[config.mk]
export PLATFORM = sky130hd
export DESIGN_NAME = usb_tx_controller
export DESIGN_NICKNAME = d
export VERILOG_FILES = /design/src/rtl/usb_pkg.sv /design/src/rtl/usb_tx_bit_encoder.sv /design/src/rtl/usb_tx_controller.sv
export SDC_FILE = /design/constraint.sdc
export NUM_CORES = 1
export LEC_CHECK = 0
export BUFFER_PORTS_ARGS = -buffer_cell sky130_fd_sc_hd__clkbuf_2
export CAP_MARGIN = 20
export CORE_UTILIZATION = 50
export DETAILED_ROUTE_END_ITERATION = 12
export PLACE_DENSITY_LB_ADDON = 0.1
export SETUP_SLACK_MARGIN = 0.5
export SLEW_MARGIN = 20
export SYNTH_ARGS = -nofsm -noshare
export SYNTH_HDL_FRONTEND = slang
export SYNTH_SLANG_ARGS = --single-unit
[constraint.sdc]
create_clock -name i_clk -period 2.1 [get_ports i_clk]
set_input_delay 0.42 -clock i_clk [delete_from_list [all_inputs] [get_ports i_clk]]
set_output_delay 0.42 -clock i_clk [all_outputs]
set_load 0.1 [all_outputs]
[src/rtl/usb_pkg.sv]
// Shared USB transmit definitions: FSM states, PID/SYNC bytes, CRC16 constants, line states.
// The CRC16 helper is used only when TX_CRC16_EN is defined.
package usb_pkg;

  typedef enum logic [2:0] {
    ST_IDLE,
    ST_SYNC,
    ST_PID,
    ST_DATA,
    ST_CRC,
    ST_EOP_SE0,
    ST_EOP_J
  } tx_state_t;

  localparam logic [2:0] PKT_DATA0 = 3'd1;
  localparam logic [2:0] PKT_DATA1 = 3'd2;
  localparam logic [2:0] PKT_ACK   = 3'd3;
  localparam logic [2:0] PKT_NAK   = 3'd4;
  localparam logic [2:0] PKT_STALL = 3'd5;

  localparam logic [7:0] SYNC_BYTE = 8'h80;
  localparam logic [7:0] PID_DATA0 = 8'hC3;
  localparam logic [7:0] PID_DATA1 = 8'h4B;
  localparam logic [7:0] PID_ACK   = 8'hD2;
  localparam logic [7:0] PID_NAK   = 8'h5A;
  localparam logic [7:0] PID_STALL = 8'h1E;

  localparam logic [15:0] CRC16_POLY = 16'h8005;
  localparam logic [15:0] CRC16_INIT = 16'hFFFF;

  // Line states as {dp, dm}
  localparam logic [1:0] LINE_J   = 2'b10;
  localparam logic [1:0] LINE_K   = 2'b01;
  localparam logic [1:0] LINE_SE0 = 2'b00;

  // PID byte for a latched packet code
  function automatic logic [7:0] pid_byte(input logic [2:0] pkt);
    case (pkt)
      PKT_DATA0: return PID_DATA0;
      PKT_DATA1: return PID_DATA1;
      PKT_ACK:   return PID_ACK;
      PKT_NAK:   return PID_NAK;
      default:   return PID_STALL;
    endcase
  endfunction

  // One serial CRC16 step for a single payload bit
  function automatic logic [15:0] crc16_step(input logic [15:0] crc, input logic bit_in);
    if (bit_in ^ crc[15]) return {crc[14:0], 1'b0} ^ CRC16_POLY;
    return {crc[14:0], 1'b0};
  endfunction

endpackage

[src/rtl/usb_tx_bit_encoder.sv]
// Bit-period timer, bit stuffing and NRZI line driver for the USB transmitter.
// i_start restarts the timer and emits a bit immediately; otherwise the line changes only on bit ticks.
// Configuration: unaffected by TX_CRC16_EN.
module usb_tx_bit_encoder
  import usb_pkg::*;
#(
  parameter int unsigned CLKS_PER_BIT = 8
) (
  input  logic i_clk,
  input  logic i_rst,
  input  logic i_start,
  input  logic i_bit_valid,
  input  logic i_bit_val,
  input  logic i_force_se0,
  input  logic i_force_j,
  output logic o_bit_tick_c,
  output logic o_stuff_slot_c,
  output logic o_dp_out,
  output logic o_dm_out
);

  localparam int unsigned TW = $clog2(CLKS_PER_BIT);

  logic [TW-1:0] r_timer;
  logic [1:0]    r_line;
  logic [2:0]    r_ones;
  logic [1:0]    w_line_nxt;
  logic [2:0]    w_ones_nxt;
  logic [2:0]    w_ones_base;
  logic          w_tick;
  logic          w_stuff;

  assign w_tick         = (r_timer == TW'(CLKS_PER_BIT - 1));
  assign w_stuff        = w_tick && !i_start && (r_ones == 3'd6);
  assign o_bit_tick_c   = w_tick;
  assign o_stuff_slot_c = w_stuff;
  assign o_dp_out       = r_line[1];
  assign o_dm_out       = r_line[0];

  // Next line level and ones-run count at a bit-period start
  always_comb begin
    w_line_nxt  = r_line;
    w_ones_nxt  = r_ones;
    w_ones_base = i_start ? 3'd0 : r_ones;
    if (i_start || w_tick) begin
      if (w_stuff) begin
        w_line_nxt = {r_line[0], r_line[1]};
        w_ones_nxt = 3'd0;
      end else if (i_force_se0) begin
        w_line_nxt = LINE_SE0;
        w_ones_nxt = 3'd0;
      end else if (i_force_j) begin
        w_line_nxt = LINE_J;
        w_ones_nxt = 3'd0;
      end else if (i_bit_valid) begin
        if (i_bit_val) begin
          w_ones_nxt = w_ones_base + 3'd1;
        end else begin
          w_line_nxt = {r_line[0], r_line[1]};
          w_ones_nxt = 3'd0;
        end
      end
    end
  end

  // Timer, line and ones-run registers
  always_ff @(posedge i_clk or posedge i_rst) begin
    if (i_rst) begin
      r_timer <= '0;
      r_line  <= LINE_J;
      r_ones  <= 3'd0;
    end else begin
      r_timer <= (i_start || w_tick) ? '0 : r_timer + TW'(1);
      r_line  <= w_line_nxt;
      r_ones  <= w_ones_nxt;
    end
  end

endmodule

[src/rtl/usb_tx_controller.sv]
// USB full-speed packet transmitter: SYNC, PID, payload, optional CRC16, EOP.
// TX_CRC16_EN: when defined, CRC16 is generated and appended to DATA packets;
// when undefined, the buffer supplies the two CRC bytes as part of the payload.
module usb_tx_controller
  import usb_pkg::*;
#(
  parameter int unsigned CLKS_PER_BIT = 8,
  parameter int unsigned MAX_BYTES    = 64
) (
  input  logic       i_clk,
  input  logic       i_rst,
  input  logic       i_tx_start,
  input  logic [2:0] i_tx_packet,
  input  logic [6:0] i_buffer_occupancy,
  input  logic [7:0] i_tx_packet_data,
  output logic       o_get_tx_packet_data,
  output logic       o_tx_busy,
  output logic       o_tx_done,
  output logic       o_tx_error,
  output logic       o_dp_out,
  output logic       o_dm_out
);

  tx_state_t  r_state, w_state_nxt;
  logic [2:0] r_pkt, w_pkt_nxt;
  logic [6:0] r_nbytes, w_nbytes_nxt;
  logic [6:0] r_byte_cnt, w_byte_cnt_nxt;
  logic [3:0] r_bit_cnt, w_bit_cnt_nxt, w_field_last;
  logic [7:0] r_shift, w_shift_nxt;
  logic       r_busy, w_busy_nxt;
  logic       r_done, w_done_nxt;
  logic       r_error, w_error_nxt;
`ifdef TX_CRC16_EN
  logic [15:0] r_crc, w_crc_nxt;
`endif

  logic [7:0] w_pid;
  logic       w_is_data, w_req_data, w_req_ok;
  logic       w_start, w_bit_valid, w_bit_val, w_force_se0, w_force_j, w_get;
  logic       w_bit_tick, w_stuff_slot, w_adv, w_go_tail, w_go_eop;

  assign w_pid      = pid_byte(r_pkt);
  assign w_is_data  = (r_pkt == PKT_DATA0) || (r_pkt == PKT_DATA1);
  assign w_req_data = (i_tx_packet == PKT_DATA0) || (i_tx_packet == PKT_DATA1);
  assign w_req_ok   = (i_tx_packet >= PKT_DATA0) && (i_tx_packet <= PKT_STALL) &&
                      !(w_req_data && (i_buffer_occupancy > 7'(MAX_BYTES)));
  assign w_adv      = w_bit_tick && !w_stuff_slot;

  assign o_get_tx_packet_data = w_get;
  assign o_tx_busy            = r_busy;
  assign o_tx_done            = r_done;
  assign o_tx_error           = r_error;

  // Index of the last bit in the current field
  always_comb begin
    w_field_last = 4'd7;
    case (r_state)
      ST_CRC:     w_field_last = 4'd15;
      ST_EOP_SE0: w_field_last = 4'd1;
      ST_EOP_J:   w_field_last = 4'd0;
      default:    w_field_last = 4'd7;
    endcase
  end

  // Next-state, field sequencing and bit selection for the encoder
  always_comb begin
    w_state_nxt    = r_state;
    w_pkt_nxt      = r_pkt;
    w_nbytes_nxt   = r_nbytes;
    w_byte_cnt_nxt = r_byte_cnt;
    w_bit_cnt_nxt  = r_bit_cnt;
    w_shift_nxt    = r_shift;
    w_busy_nxt     = r_busy;
    w_done_nxt     = 1'b0;
    w_error_nxt    = 1'b0;
`ifdef TX_CRC16_EN
    w_crc_nxt      = r_crc;
`endif
    w_start        = 1'b0;
    w_bit_valid    = 1'b0;
    w_bit_val      = 1'b0;
    w_force_se0    = 1'b0;
    w_force_j      = 1'b0;
    w_get          = 1'b0;
    w_go_tail      = 1'b0;
    w_go_eop       = 1'b0;

    case (r_state)
      ST_IDLE: begin
        if (i_tx_start) begin
          if (w_req_ok) begin
            w_pkt_nxt      = i_tx_packet;
            w_nbytes_nxt   = i_buffer_occupancy;
            w_byte_cnt_nxt = 7'd0;
            w_busy_nxt     = 1'b1;
            w_start        = 1'b1;
            w_state_nxt    = ST_SYNC;
            w_bit_valid    = 1'b1;
            w_bit_val      = SYNC_BYTE[0];
            w_shift_nxt    = {1'b0, SYNC_BYTE[7:1]};
            w_bit_cnt_nxt  = 4'd0;
`ifdef TX_CRC16_EN
            w_crc_nxt      = CRC16_INIT;
`endif
          end else begin
            w_error_nxt = 1'b1;
          end
        end
      end
      default: begin
        if (w_adv) begin
          if (r_bit_cnt != w_field_last) begin
            // Continue the current field
            w_bit_cnt_nxt = r_bit_cnt + 4'd1;
            if (r_state == ST_EOP_SE0) begin
              w_force_se0 = 1'b1;
`ifdef TX_CRC16_EN
            end else if (r_state == ST_CRC) begin
              w_bit_valid = 1'b1;
              w_bit_val   = ~r_crc[15];
              w_crc_nxt   = {r_crc[14:0], 1'b0};
`endif
            end else begin
              w_bit_valid = 1'b1;
              w_bit_val   = r_shift[0];
              w_shift_nxt = {1'b0, r_shift[7:1]};
`ifdef TX_CRC16_EN
              if (r_state == ST_DATA) w_crc_nxt = crc16_step(r_crc, r_shift[0]);
`endif
            end
          end else begin
            // Field finished: start the next one in this same bit period
            w_bit_cnt_nxt = 4'd0;
            case (r_state)
              ST_SYNC: begin
                w_state_nxt = ST_PID;
                w_bit_valid = 1'b1;
                w_bit_val   = w_pid[0];
                w_shift_nxt = {1'b0, w_pid[7:1]};
              end
              ST_PID, ST_DATA: begin
                if ((r_state == ST_PID) && !w_is_data) begin
                  w_go_eop = 1'b1;
                end else if (r_byte_cnt == r_nbytes) begin
                  w_go_tail = 1'b1;
                end else begin
                  w_state_nxt    = ST_DATA;
                  w_get          = 1'b1;
                  w_byte_cnt_nxt = r_byte_cnt + 7'd1;
                  w_bit_valid    = 1'b1;
                  w_bit_val      = i_tx_packet_data[0];
                  w_shift_nxt    = {1'b0, i_tx_packet_data[7:1]};
`ifdef TX_CRC16_EN
                  w_crc_nxt      = crc16_step(r_crc, i_tx_packet_data[0]);
`endif
                end
              end
              ST_EOP_SE0: begin
                w_state_nxt = ST_EOP_J;
                w_force_j   = 1'b1;
              end
              ST_EOP_J: begin
                w_state_nxt = ST_IDLE;
                w_done_nxt  = 1'b1;
                w_busy_nxt  = 1'b0;
              end
              default: w_go_eop = 1'b1;
            endcase
          end
        end
      end
    endcase

`ifdef TX_CRC16_EN
    if (w_go_tail) begin
      w_state_nxt = ST_CRC;
      w_bit_valid = 1'b1;
      w_bit_val   = ~r_crc[15];
      w_crc_nxt   = {r_crc[14:0], 1'b0};
    end
    if (w_go_eop) begin
      w_state_nxt = ST_EOP_SE0;
      w_force_se0 = 1'b1;
    end
`else
    if (w_go_tail || w_go_eop) begin
      w_state_nxt = ST_EOP_SE0;
      w_force_se0 = 1'b1;
    end
`endif
  end

  // State, counters, shift register and status strobes
  always_ff @(posedge i_clk or posedge i_rst) begin
    if (i_rst) begin
      r_state    <= ST_IDLE;
      r_pkt      <= 3'd0;
      r_nbytes   <= 7'd0;
      r_byte_cnt <= 7'd0;
      r_bit_cnt  <= 4'd0;
      r_shift    <= 8'd0;
      r_busy     <= 1'b0;
      r_done     <= 1'b0;
      r_error    <= 1'b0;
`ifdef TX_CRC16_EN
      r_crc      <= CRC16_INIT;
`endif
    end else begin
      r_state    <= w_state_nxt;
      r_pkt      <= w_pkt_nxt;
      r_nbytes   <= w_nbytes_nxt;
      r_byte_cnt <= w_byte_cnt_nxt;
      r_bit_cnt  <= w_bit_cnt_nxt;
      r_shift    <= w_shift_nxt;
      r_busy     <= w_busy_nxt;
      r_done     <= w_done_nxt;
      r_error    <= w_error_nxt;
`ifdef TX_CRC16_EN
      r_crc      <= w_crc_nxt;
`endif
    end
  end

  usb_tx_bit_encoder #(
    .CLKS_PER_BIT (CLKS_PER_BIT)
  ) u_enc (
    .i_clk          (i_clk),
    .i_rst          (i_rst),
    .i_start        (w_start),
    .i_bit_valid    (w_bit_valid),
    .i_bit_val      (w_bit_val),
    .i_force_se0    (w_force_se0),
    .i_force_j      (w_force_j),
    .o_bit_tick_c   (w_bit_tick),
    .o_stuff_slot_c (w_stuff_slot),
    .o_dp_out       (o_dp_out),
    .o_dm_out       (o_dm_out)
  );

endmodule

======== After elaboration in Yosys (flattened, before gate mapping) ========
Cells that the tools add are included.
Widths: inputs -> output; s select.
word-level totals
  register bits ........................... 43
  input port bits ......................... 21
  output and inout port bits .............. 6
operators by class
  add/sub/neg operators ................... 4
  $lt $le $gt $ge ......................... 3
  equal/unequal tests ..................... 30
  multiplexer cells ....................... 98
  reductions and logical operators ........ 33
operators with widths
  cell                 count
  $mux 8               8
  $mux 7               8
  $mux 1               50
  $mux 3               15
  $pmux 8 s4           1
  $reduce_and 7->1     3
  $mux 4               5
  $eq 3x3->1 const B   6
  $ne 4x3->1 const B   4
  $pmux 8 s2           1
  $eq 3x2->1 const B   5
  $pmux 3 s4           1
  $pmux 4 s3           1
  $mux 2               5
  $eq 3x1->1 const B   3
  $reduce_and 3->1     3
  $reduce_bool 4->1    2
  $add 7x1->7 const B  1
  $eq 7x7->1           1
  $gt 7x7->1 const B   1
  $logic_and 1x1->1    7
  $add 3x1->3 const B  2
  $ne 2x1->1 const B   3
  $ne 3x3->1 const B   2
  other kinds (19)     30

======== Logic depth before layout (Yosys ltp) ========
Gate-level depths: netlist of run 1.
  depth after elaboration ................. 20
  gate-level depth with buffers ........... 10
  depth with buffers taken out ............ 9

======== By module ========
From an unflattened synthesis of run 1, not the netlist that was laid out.
unflattened totals
  cell total of the unflattened synthesis .. 297
  area total of the unflattened synthesis .. 2687.6 µm²
by module, submodules not included
  module              times used  cells each  area each (µm²)  seq. area each (µm²)
  usb_tx_controller   1           249         2188.3           850.8
  usb_tx_bit_encoder  1           48          499.2            201.4

======== Least setup slack after synthesis of run 1 ========
No wires, ideal clock.
  kind .................................... input port to output port
  from .................................... input port i_buffer_occupancy[0]
  to ...................................... output port o_get_tx_packet_data
  arrival ................................. 2.713 ns
  required time ........................... 1.680 ns
  setup slack ............................. -1.033 ns
  cell stages on the path ................. 7
  path buffers ............................ 1
  cells stage by stage .................... nor4_1 a2111o_1 and3b_4 or2_1 buf_6 o211ai_2 nor2_1
on the way
  cells in the longest elaborated chain, start to end .. 14
RTL lines
  what                             line                      RTL
  from (decl)                      usb_tx_controller.sv:14   input logic [6:0] i_buffer_occupancy,
  $gt 7x7->1                       usb_tx_controller.sv:46   !(w_req_data && (i_buffer_occupancy > 7'(MAX_BYTES)));
  $logic_and 1x1->1                usb_tx_controller.sv:46
  $logic_not 1->1                  usb_tx_controller.sv:46
  $logic_and 1x1->1                usb_tx_controller.sv:45   assign w_req_ok = (i_tx_packet >= PKT_DATA0) && (i_tx_packet <= PKT_STALL) &&
  $mux 1                           usb_tx_controller.sv:91   if (w_req_ok) begin
  $mux 1                           usb_tx_controller.sv:90   if (i_tx_start) begin
  $mux 1                           usb_tx_controller.sv:88   case (r_state)
  $logic_not 1->1                  usb_tx_bit_encoder.sv:34  assign w_stuff = w_tick && !i_start && (r_ones == 3'd6);
  $logic_and 1x1->1 (2 in series)  usb_tx_bit_encoder.sv:34
  $logic_not 1->1                  usb_tx_controller.sv:47   assign w_adv = w_bit_tick && !w_stuff_slot;
  $logic_and 1x1->1                usb_tx_controller.sv:47
  $mux 1                           usb_tx_controller.sv:111  if (w_adv) begin
  $mux 1                           usb_tx_controller.sv:88
  to (decl)                        usb_tx_controller.sv:16   output logic o_get_tx_packet_data,
No other way between the ends.

======== Final worst setup path of run 1 ========
  from .................................... register r_byte_cnt[6]
  to ...................................... output port o_get_tx_packet_data
on the way
  cells in the longest elaborated chain, start to end .. 7
RTL lines
  what                    line                      RTL
  from (decl)             usb_tx_controller.sv:27   logic [6:0] r_byte_cnt, w_byte_cnt_nxt;
  from (signal assigned)  usb_tx_controller.sv:212  r_byte_cnt <= w_byte_cnt_nxt;
  $eq 7x7->1              usb_tx_controller.sv:144  end else if (r_byte_cnt == r_nbytes) begin
  $mux 1                  usb_tx_controller.sv:144
  $mux 1                  usb_tx_controller.sv:142  if ((r_state == ST_PID) && !w_is_data) begin
  $mux 1                  usb_tx_controller.sv:134  case (r_state)
  $mux 1                  usb_tx_controller.sv:112  if (r_bit_cnt != w_field_last) begin
  $mux 1                  usb_tx_controller.sv:111
  $mux 1                  usb_tx_controller.sv:88
No other way between the ends.

==> results of run 1 <==
synth_stat cells, drive strengths merged (6+ instances only):
library cell and n:
buf 7, a21oi 12, nand2 55, inv 6, o21ai 14, nand3 10, nor2 15, dfrtp 41
o211ai 7, clkbuf 7, xnor2 8, or3 6
report_power, final:
group | internal, mW | switching [mW]
sequential | 1.09 | 0.213
combinational | 1.30 | 1.50
clock | 0.265 | 0.302
worst min-delay path, stage by stage:
cell	delay [ps]
clkbuf_2	80
inv_1	40
buf_4	450
kinds of logic after synthesis:
logic type                 Yosys count  synth area share, %
xor gates and xnor gates            12                 4.29
AOI/OAI and AO/OA                   63                 18.6
buffers and inverters               20                 3.98
muxes                                5                 2.24
and+or+nand+nor                    126                 25.5
DFF                                 42                 42.9
adders and majority gates            5                 2.55
through the flow:
| step | cell area, sq um | worst slack, ps | setup TNS, ps |
|---|---|---|---|
| final | 3800 | -279 | -2710 |
| after global routing | 3800 | -360 | -4470 |
| after CTS | 3530 | -268 | -2080 |
| after detailed placement | 3110 | -289 | -3900 |
| after global placement | 3110 | -245 | -3260 |
| after floorplan | 2580 | -228 | -364 |
worst paths after layout:
path,start,end,cells after the start
setup reg to reg,r_state[2],r_byte_cnt[5],9
hold / removal,i_rst,r_pkt[0],3
max in group asynchronous,i_rst,r_state[1],3
setup / recovery,r_byte_cnt[6],o_get_tx_packet_data,8
min in group i_clk,i_buffer_occupancy[2],r_nbytes[2],3
hold reg to reg,u_enc.r_timer[0],u_enc.r_timer[0],1
state kept, by name, summed over array words and instances (netlist names):
register       flops
r_bit_cnt          4
o_tx_busy          1
o_tx_done          1
r_pkt              3
r_byte_cnt         7
r_state            3
r_nbytes           7
o_tx_error         1
u_enc.r_line       2
u_enc.r_timer      3
u_enc.r_ones       3
r_shift            7
metal layers:
layer,track usage [%],vias to the layer above,wire length [um]
met5,0,-,0
met1,36.1,1201,2980
met4,13.9,0,178
li1,-,1197,-
met3,5.83,20,431
met2,44.9,97,3690
area by class of cell:
type	instances	area (sq um)	area share (%)
inverters	6	22.5	0.593
well taps	67	83.8	2.21
multi-input cells	211	1580	41.5
repair buffers	115	965	25.4
flip-flops and latches	42	1060	27.8
clock inverters	2	12.5	0.329
clock buffers	6	82.6	2.17
what timing repair did:
| action | CTS | global route |
|---|---|---|
| buffers inserted | 22 | 12 |
| resized for setup | 47 | 48 |
| setup endpoints to repair | 43 | 45 |
| endpoints found under the hold margin | 0 | 0 |
| pin swaps | 25 | 16 |
==> flow_summary.yaml, run 1 <==
placement:
  port_buffers: 26
  place.gp.congestion: 0.868
  placedCellCount: 407
  hpwl_um: 4340
grt:
  grt_max_degree: 43
  overflow: 0
  grt_first_pass_wirelength_um: 11100
  grt_usage_pct: 28.0
  antenna_found_initial: 0
  grt_pass1_vias: 2374
outcome:
  violations: "setup timing"
  status: "finished with violations"
route:
  dr.first_iter.drc_count: 116
  remaining_drc_errors: 0
  routed_wl_um: 7290
  num_vias: 2515
  drt_pass1_iterations: 4
  drt-vias-per-instance: 5.60
  post_drt_wl_per_cell_um: 16.2
  final_antenna_net_count: 0
layout:
  final_common_cell: "buf_4"
  antenna_cells: 0
  finalNonFillerCells: 449
  drive_above_1_share_pct: 49.0
  n_fill_cell: 293
  layout.nets: 407
  syn_to_final_growth_pct: 54.8
  utilization_pct: 80.4
  layout_common_cells: "buf_4 (61), nand2_1 (41), dfrtp_1 (38)"
logic_synthesis:
  synth.ff_latch_count: 42
  syn_area_sq_um: 2450
  yosys.area.top_type: "dfrtp_1"
  yosys-top-cells-area: "dfrtp_1 (42%), nand2_1 (8.3%), o21ai_0 (2.9%)"
  netlist_instances: 273
  synthArstFlopShare_pct: 100
  synth_top_area_share_pct: 41.8
  synth-seq-area-share_pct: 42.9
  synth-edff-count: 0
  ys.flop_type: "dfrtp_1"
  avgSynthCellArea_sq_um: 8.98
  yosys_warnings: 0
  synth_nets: 299
  synthDistinctLibCells: 59
clock_network:
  path_clk_slew_ps: 90
  cts-htree-levels: 2
  cts_tree: "done"
  root_buffer: "clkbuf_8"
  cts_buffer_depth: 2
  cts_hold_buf: 0
  cts_buffers: 5
  clk_latency_ps: 300
  cts_num_sinks: 42
pwr:
  power.total_mw: 4.66
  power_density_nw_per_um2: 1230
  p_leak_nw: 1.78
  peakVddDrop_mv: 0.621
timing:
  max_freq_mhz: 420
  setup_viol: 22
  rsz0062_at_grt: "true"
  setup_slack_ps: -279
  worst_slew_pin_slew_ps: 544
  relSlewSlack_pct: 63.9
  skew_ps: 9.51
  hold-worst-slack_ps: 216
  drv_slew: 0
  hold_violations: 0
  min_period_ps: 2380
  period_share_pct: 113
floorplanning:
  dieHeight_um: 72.0
  core_area_sq_um: 4720
  dieWidth_um: 72.0
  io_pins: 27
  die_area_sq_um: 5190
  rows: 25
  start_util_pct: 51.9
critical_path:
  crit_family: "compound AO/OA/AOI/OAI gates"
  worstSetupEndpointType: "output pin"
  arrival_ps: 1960
  critPathKind: "flip-flop to output pin"
  cpPeakStageDelay_ps: 420
  cp-start-kind: "flip-flop"
  required_ps: 1680
  r2r_slack_ps: -210
  critPathBufInv: 2
  cp_slowest_cell: "dfrtp_1"
  crit_chain: "xnor2_1 > nand4_1 > o32ai_2 > buf_4 > a21oi_4 > o211ai_4 > nor2_4 > buf_12"
  critPathMaxFanout: 3
worst_hold_path:
  worstHoldPathType: "input port to async pin"
run:
  drv_cap: 0
Power figures use the tool's default switching activity.
==> inputs of run 2 (changes only) <==
CORE_ASPECT_RATIO = 1.4   (was not set)
==> run 2 against run 1 <==
The run still ends with setup timing left. Non-clock buffer count grew 15. Sequential share of layout area shrank 1.9 points. Register-to-register slack lost 170 ps. Clock skew grew 4.7 ps. Via count grew 15%. Total power grew 11%. Count of clock-buffer cells in the layout grew 2. Critical path type unchanged. Highest routed layer unchanged.
==> flow_summary.yaml, run 2 (same netlist as run 1, synthesis figures left out) <==
outcome:
  status: "finished with violations"
  violations: "setup timing"
floorplanning:
  dieWidth_um: 61.2
  dieHeight_um: 84.9
  core_area_sq_um: 4610
  io_pins: 27
  start_util_pct: 53.2
  die_area_sq_um: 5190
  rows: 29
layout:
  reg_top3: "r_byte_cnt (7), r_nbytes (7), r_shift (7)"
  layout.nets: 423
  final_common_cell: "buf_4"
  layout_common_cells: "buf_4 (63), nand2_1 (44), dfrtp_1 (39)"
  antenna_cells: 0
  drive_above_1_share_pct: 51.0
  syn_to_final_growth_pct: 66.0
pwr:
  p_leak_nw: 1.91
  peakVddDrop_mv: 0.774
  power_density_nw_per_um2: 1270
clock_network:
  clk_latency_ps: 300
  cts_num_sinks: 42
  cts_buffers: 5
  path_clk_slew_ps: 90
  cts_buffer_depth: 2
  cts_tree: "done"
  cts-htree-levels: 2
  root_buffer: "clkbuf_8"
  cts_hold_buf: 0
timing:
  hold_violations: 0
  setup_slack_ps: -436
  drv_slew: 0
  skew_ps: 14.2
  rsz0062_at_grt: "true"
  worst_slew_pin_slew_ps: 625
  period_share_pct: 121
  finalSetupTns_ps: -7800
  relSlewSlack_pct: 58.2
  setup_viol: 33
  min_period_ps: 2540
  max_freq_mhz: 394
route:
  final_antenna_net_count: 0
  drt-vias-per-instance: 6.28
  remaining_drc_errors: 0
  post_drt_wl_per_cell_um: 21.1
  drt_pass1_iterations: 6
  dr.first_iter.drc_count: 327
  num_vias: 2889
  routed_wl_um: 9710
grt:
  antenna_found_initial: 0
  grt_pass1_vias: 2617
  grt_usage_pct: 30.9
  grt_max_degree: 43
  overflow: 0
  grt_first_pass_wirelength_um: 11900
critical_path:
  required_ps: 1680
  cp-start-kind: "flip-flop"
  reg2reg_depth: 12
  critPathMaxFanout: 3
  timing.rr.end: "u_enc.r_line[1]"
  cpPeakStageDelay_ps: 430
  cp-startpoint: "r_state[1]"
  critPathKind: "flip-flop to output pin"
  crit_chain: "buf_6 > nor3_4 > nand2_1 > and3b_4 > or2_4 > o211ai_4 > nor2_4 > buf_12"
  r2r_slack_ps: -380
  cp_slowest_cell: "dfrtp_1"
  worstSetupEndpointType: "output pin"
  arrival_ps: 2120
  rr_startpoint: "r_state[1]"
worst_hold_path:
  worstHoldPathType: "input port to async pin"
run:
  drv_cap: 0
placement:
  place.gp.congestion: 0.841
  hpwl_um: 4570
  dp_slack_ps: -247
  port_buffers: 26
run 2: cell count changes in the layout (fill, tap and decap cells not counted), moves of 3 or more:
cell | previous run | this run
clkbuf_8 | 6 | 9
buf_6 | 25 | 33
nand2_2 | 13 | 8
nand2_1 | 41 | 44
clkbuf_2 | 20 | 23
buf_8 | 5 | 2
run 2: report_power, final:
group | internal [mW] | switching, mW
logic | 1.49 | 1.71
clock network | 0.332 | 0.293
registers | 1.09 | 0.250
total | 2.91 | 2.25
run 2: per-stage QoR:
step           util [%]  instance area [sq um]  total power [mW]  instances  hold WS [ps]
3_5_place_dp       68.9                   3170              3.46        411           433
5_1_grt            88.3                   4070              5.40        460           276
2_1_floorplan         -                   2580              2.72        273           415
4_1_cts            79.1                   3650              4.48        435           250
3_3_place_gp       68.9                   3170              3.41        411           435
6_report           88.3                   4070              5.16        460           212
run 2: final cells by class:
type | count | area [sq um]
well taps | 62 | 77.6
inverters | 6 | 22.5
flip-flops and latches | 42 | 1050
fillers | 211 | 538
repair buffers | 130 | 1170
multi-input cells | 212 | 1630
clock buffers | 8 | 110
run 2: metal layers:
layer  vias to the layer above  track usage [%]  part of all wire (%)
met3                        76             5.18                   6.9
li1                       1238                -                     -
met2                       184             53.5                    52
met5                         -                0                     0
met4                         0             15.7                   6.9
met1                      1391             35.0                    34
run 2: critical path, delay by kind of cell (launching register included):
| kind | cells | cell delay (ps) |
|---|---|---|
| compound gates | 1 | 80 |
| buf+inv | 2 | 330 |
| flops | 1 | 430 |
| simple gates | 5 | 970 |
run 2: how the worst max path moves through the flow:
stage	endpoint	slack [ps]	cells past startpoint
floorplan	o_get_tx_packet_data	-230	7
global placement	u_enc.r_ones[0]	-230	9
detailed placement	u_enc.r_ones[0]	-250	9
CTS	o_get_tx_packet_data	-340	8
global route	r_shift[0]	-580	10
finish	o_get_tx_packet_data	-440	8
run 2: timing repair:
| item | 4_1_cts | 5_1_grt |
|---|---|---|
| pin swaps | 21 | 33 |
| gates resized for setup | 46 | 58 |
| setup endpoints to repair | 43 | 43 |
| cloned | 3 | 2 |
| buffers inserted | 13 | 23 |
==> inputs of run 3 (changes only) <==
CTS_BUF_LIST = sky130_fd_sc_hd__clkbuf_4   (was not set)
==> run 3 against run 2 <==
Count of clock-buffer cells in the layout shrank 3. Total power shrank 5.9%. Clock skew up 7.7 ps. Critical endpoint unchanged. Non-clock buffer count decreased by 7. Register-to-register slack improved by 100 ps. Global-route usage grew 0.095 points. Fmax shrank 0.40%. Setup slack got worse by 10 ps. Largest power group unchanged. Core utilization down 3.7 points. Die area did not move. Cell count shrank 1.5%. Via count is 4.1% lower. The run still ends with setup timing left.
==> flow_summary.yaml, run 3 (same netlist as run 1, synthesis figures left out) <==
placement:
  place_area_sq_um: 3170
  placedCellCount: 411
  place.gp.congestion: 0.841
  dp_slack_ps: -247
  port_buffers: 26
  hpwl_um: 4570
critical_path:
  critPathKind: "flip-flop to output pin"
  rr_startpoint: "r_state[2]"
  worstSetupEndpointType: "output pin"
  crit_chain: "buf_6 > xor2_1 > nand2_1 > mux2_4 > and2_4 > o211ai_4 > nor2_4 > buf_12"
  timing.rr.end: "u_enc.r_ones[0]"
  r2r_slack_ps: -280
  cpPeakStageDelay_ps: 490
  arrival_ps: 2130
  crit_family: "flip-flops"
  cp-start-kind: "flip-flop"
  critPathBufInv: 2
  required_ps: 1680
  reg2reg_depth: 9
  critPathMaxFanout: 7
  cp_slowest_cell: "dfrtp_2"
floorplanning:
  rows: 29
  dieHeight_um: 84.9
  start_util_pct: 53.2
  die_area_sq_um: 5190
  core_area_sq_um: 4610
  dieWidth_um: 61.2
  io_pins: 27
timing:
  setup_slack_ps: -446
  rsz0062_at_grt: "true"
  drv_slew: 0
  period_share_pct: 121
  setup_viol: 25
  min_period_ps: 2550
  relSlewSlack_pct: 62.7
  max_freq_mhz: 393
  hold_violations: 0
  worst_slew_pin_slew_ps: 559
  skew_ps: 21.9
clock_network:
  cts_buffer_depth: 2
  clk_latency_ps: 380
  cts_num_sinks: 42
  cts-htree-levels: 2
  cts_buffers: 5
  cts_tree: "done"
  cts_hold_buf: 0
  path_clk_slew_ps: 140
  root_buffer: "clkbuf_4"
grt:
  grt_pass1_vias: 2579
  grt_first_pass_wirelength_um: 11700
  antenna_found_initial: 0
  overflow: 0
  grt_max_degree: 43
  grt_usage_pct: 31.0
layout:
  final_common_cell: "buf_4"
  syn_to_final_growth_pct: 59.1
  layout.nets: 416
  finalInstanceArea_sq_um: 3900
  reg_top3: "r_byte_cnt (7), r_nbytes (7), r_shift (7)"
  antenna_cells: 0
  finalNonFillerCells: 453
  drive_above_1_share_pct: 48.3
  layout_common_cells: "buf_4 (59), nand2_1 (41), dfrtp_1 (39)"
  utilization_pct: 84.7
worst_hold_path:
  worstHoldPathType: "input port to async pin"
outcome:
  status: "finished with violations"
  violations: "setup timing"
route:
  routed_wl_um: 8950
  remaining_drc_errors: 0
  num_vias: 2770
  post_drt_wl_per_cell_um: 19.8
  drt_pass1_iterations: 5
  drt-vias-per-instance: 6.11
  final_antenna_net_count: 0
  dr.first_iter.drc_count: 208
pwr:
  power.total_mw: 4.85
  clockPowerShare_pct: 8.5
  peakVddDrop_mv: 0.796
  p_seq_share_pct: 27.3
  p_leak_nw: 1.91
  switching_share_pct: 44.4
  comb_power_share_pct: 64.3
  power_density_nw_per_um2: 1240
  p_sw_mw: 2.16
  p_int_mw: 2.70
run:
  drv_cap: 0
## run 3: per-stage QoR
stage / hold WS, ps / setup TNS (ps)
after detailed placement: 433 / -3870
after global placement: 435 / -3770
after CTS: 166 / -2750
final: 129 / -4600
after floorplan: 415 / -364
after global routing: 179 / -6090
## run 3: power groups by stage
stage	combinational (mW)	clock [mW]	sequential, mW
after floorplan	1.25	0	1.47
after global placement	2.11	0	1.30
after detailed placement	2.15	0	1.30
after CTS	2.63	0.405	1.30
after global routing	3.28	0.442	1.34
final	3.12	0.410	1.32
## run 3: per-layer routing
layer  vias to the layer above  share of wire, %  global-route usage (%)
met3                        57               6.3                    7.62
met2                       177                52                    53.6
met5                         -                 0                       0
li1                       1213                 -                       -
met4                         0               6.5                    17.8
met1                      1323                36                    32.6
## run 3: final cells by class
cell class / instances / area, sq um
clock inverters: 3 / 11.3
fillers: 264 / 707
flip-flops and latches: 42 / 1050
multi-input cells: 212 / 1590
repair buffers: 123 / 1100
inverters: 6 / 22.5
clock buffers: 5 / 37.5
well taps: 62 / 77.6
## run 3: worst max path at each step
stage / cells past startpoint / endpoint / startpoint / slack, ps
2_1_floorplan: 7 / o_get_tx_packet_data / i_buffer_occupancy[0] / -230
5_1_grt: 8 / o_get_tx_packet_data / r_state[1] / -530
3_3_place_gp: 9 / u_enc.r_ones[0] / i_tx_packet[1] / -230
3_5_place_dp: 9 / u_enc.r_ones[0] / i_tx_packet[1] / -250
6_report: 8 / o_get_tx_packet_data / r_state[0] / -450
4_1_cts: 8 / o_get_tx_packet_data / r_state[0] / -430
## run 3: repair_timing
item	CTS	global route
setup endpoints to repair	45	45
resized for setup	54	41
buffers inserted	15	15
gates cloned	3	1
pin swaps	18	27
## run 3: worst register-to-register path: stages (launching register included)
cell	delay (ps)
dfrtp_2	480
or3_1	430
and3_1	210
or2_4	280
buf_6	120
buf_6	110
buf_6	130
o211ai_4	150
and4_4	300
a22o_1	130
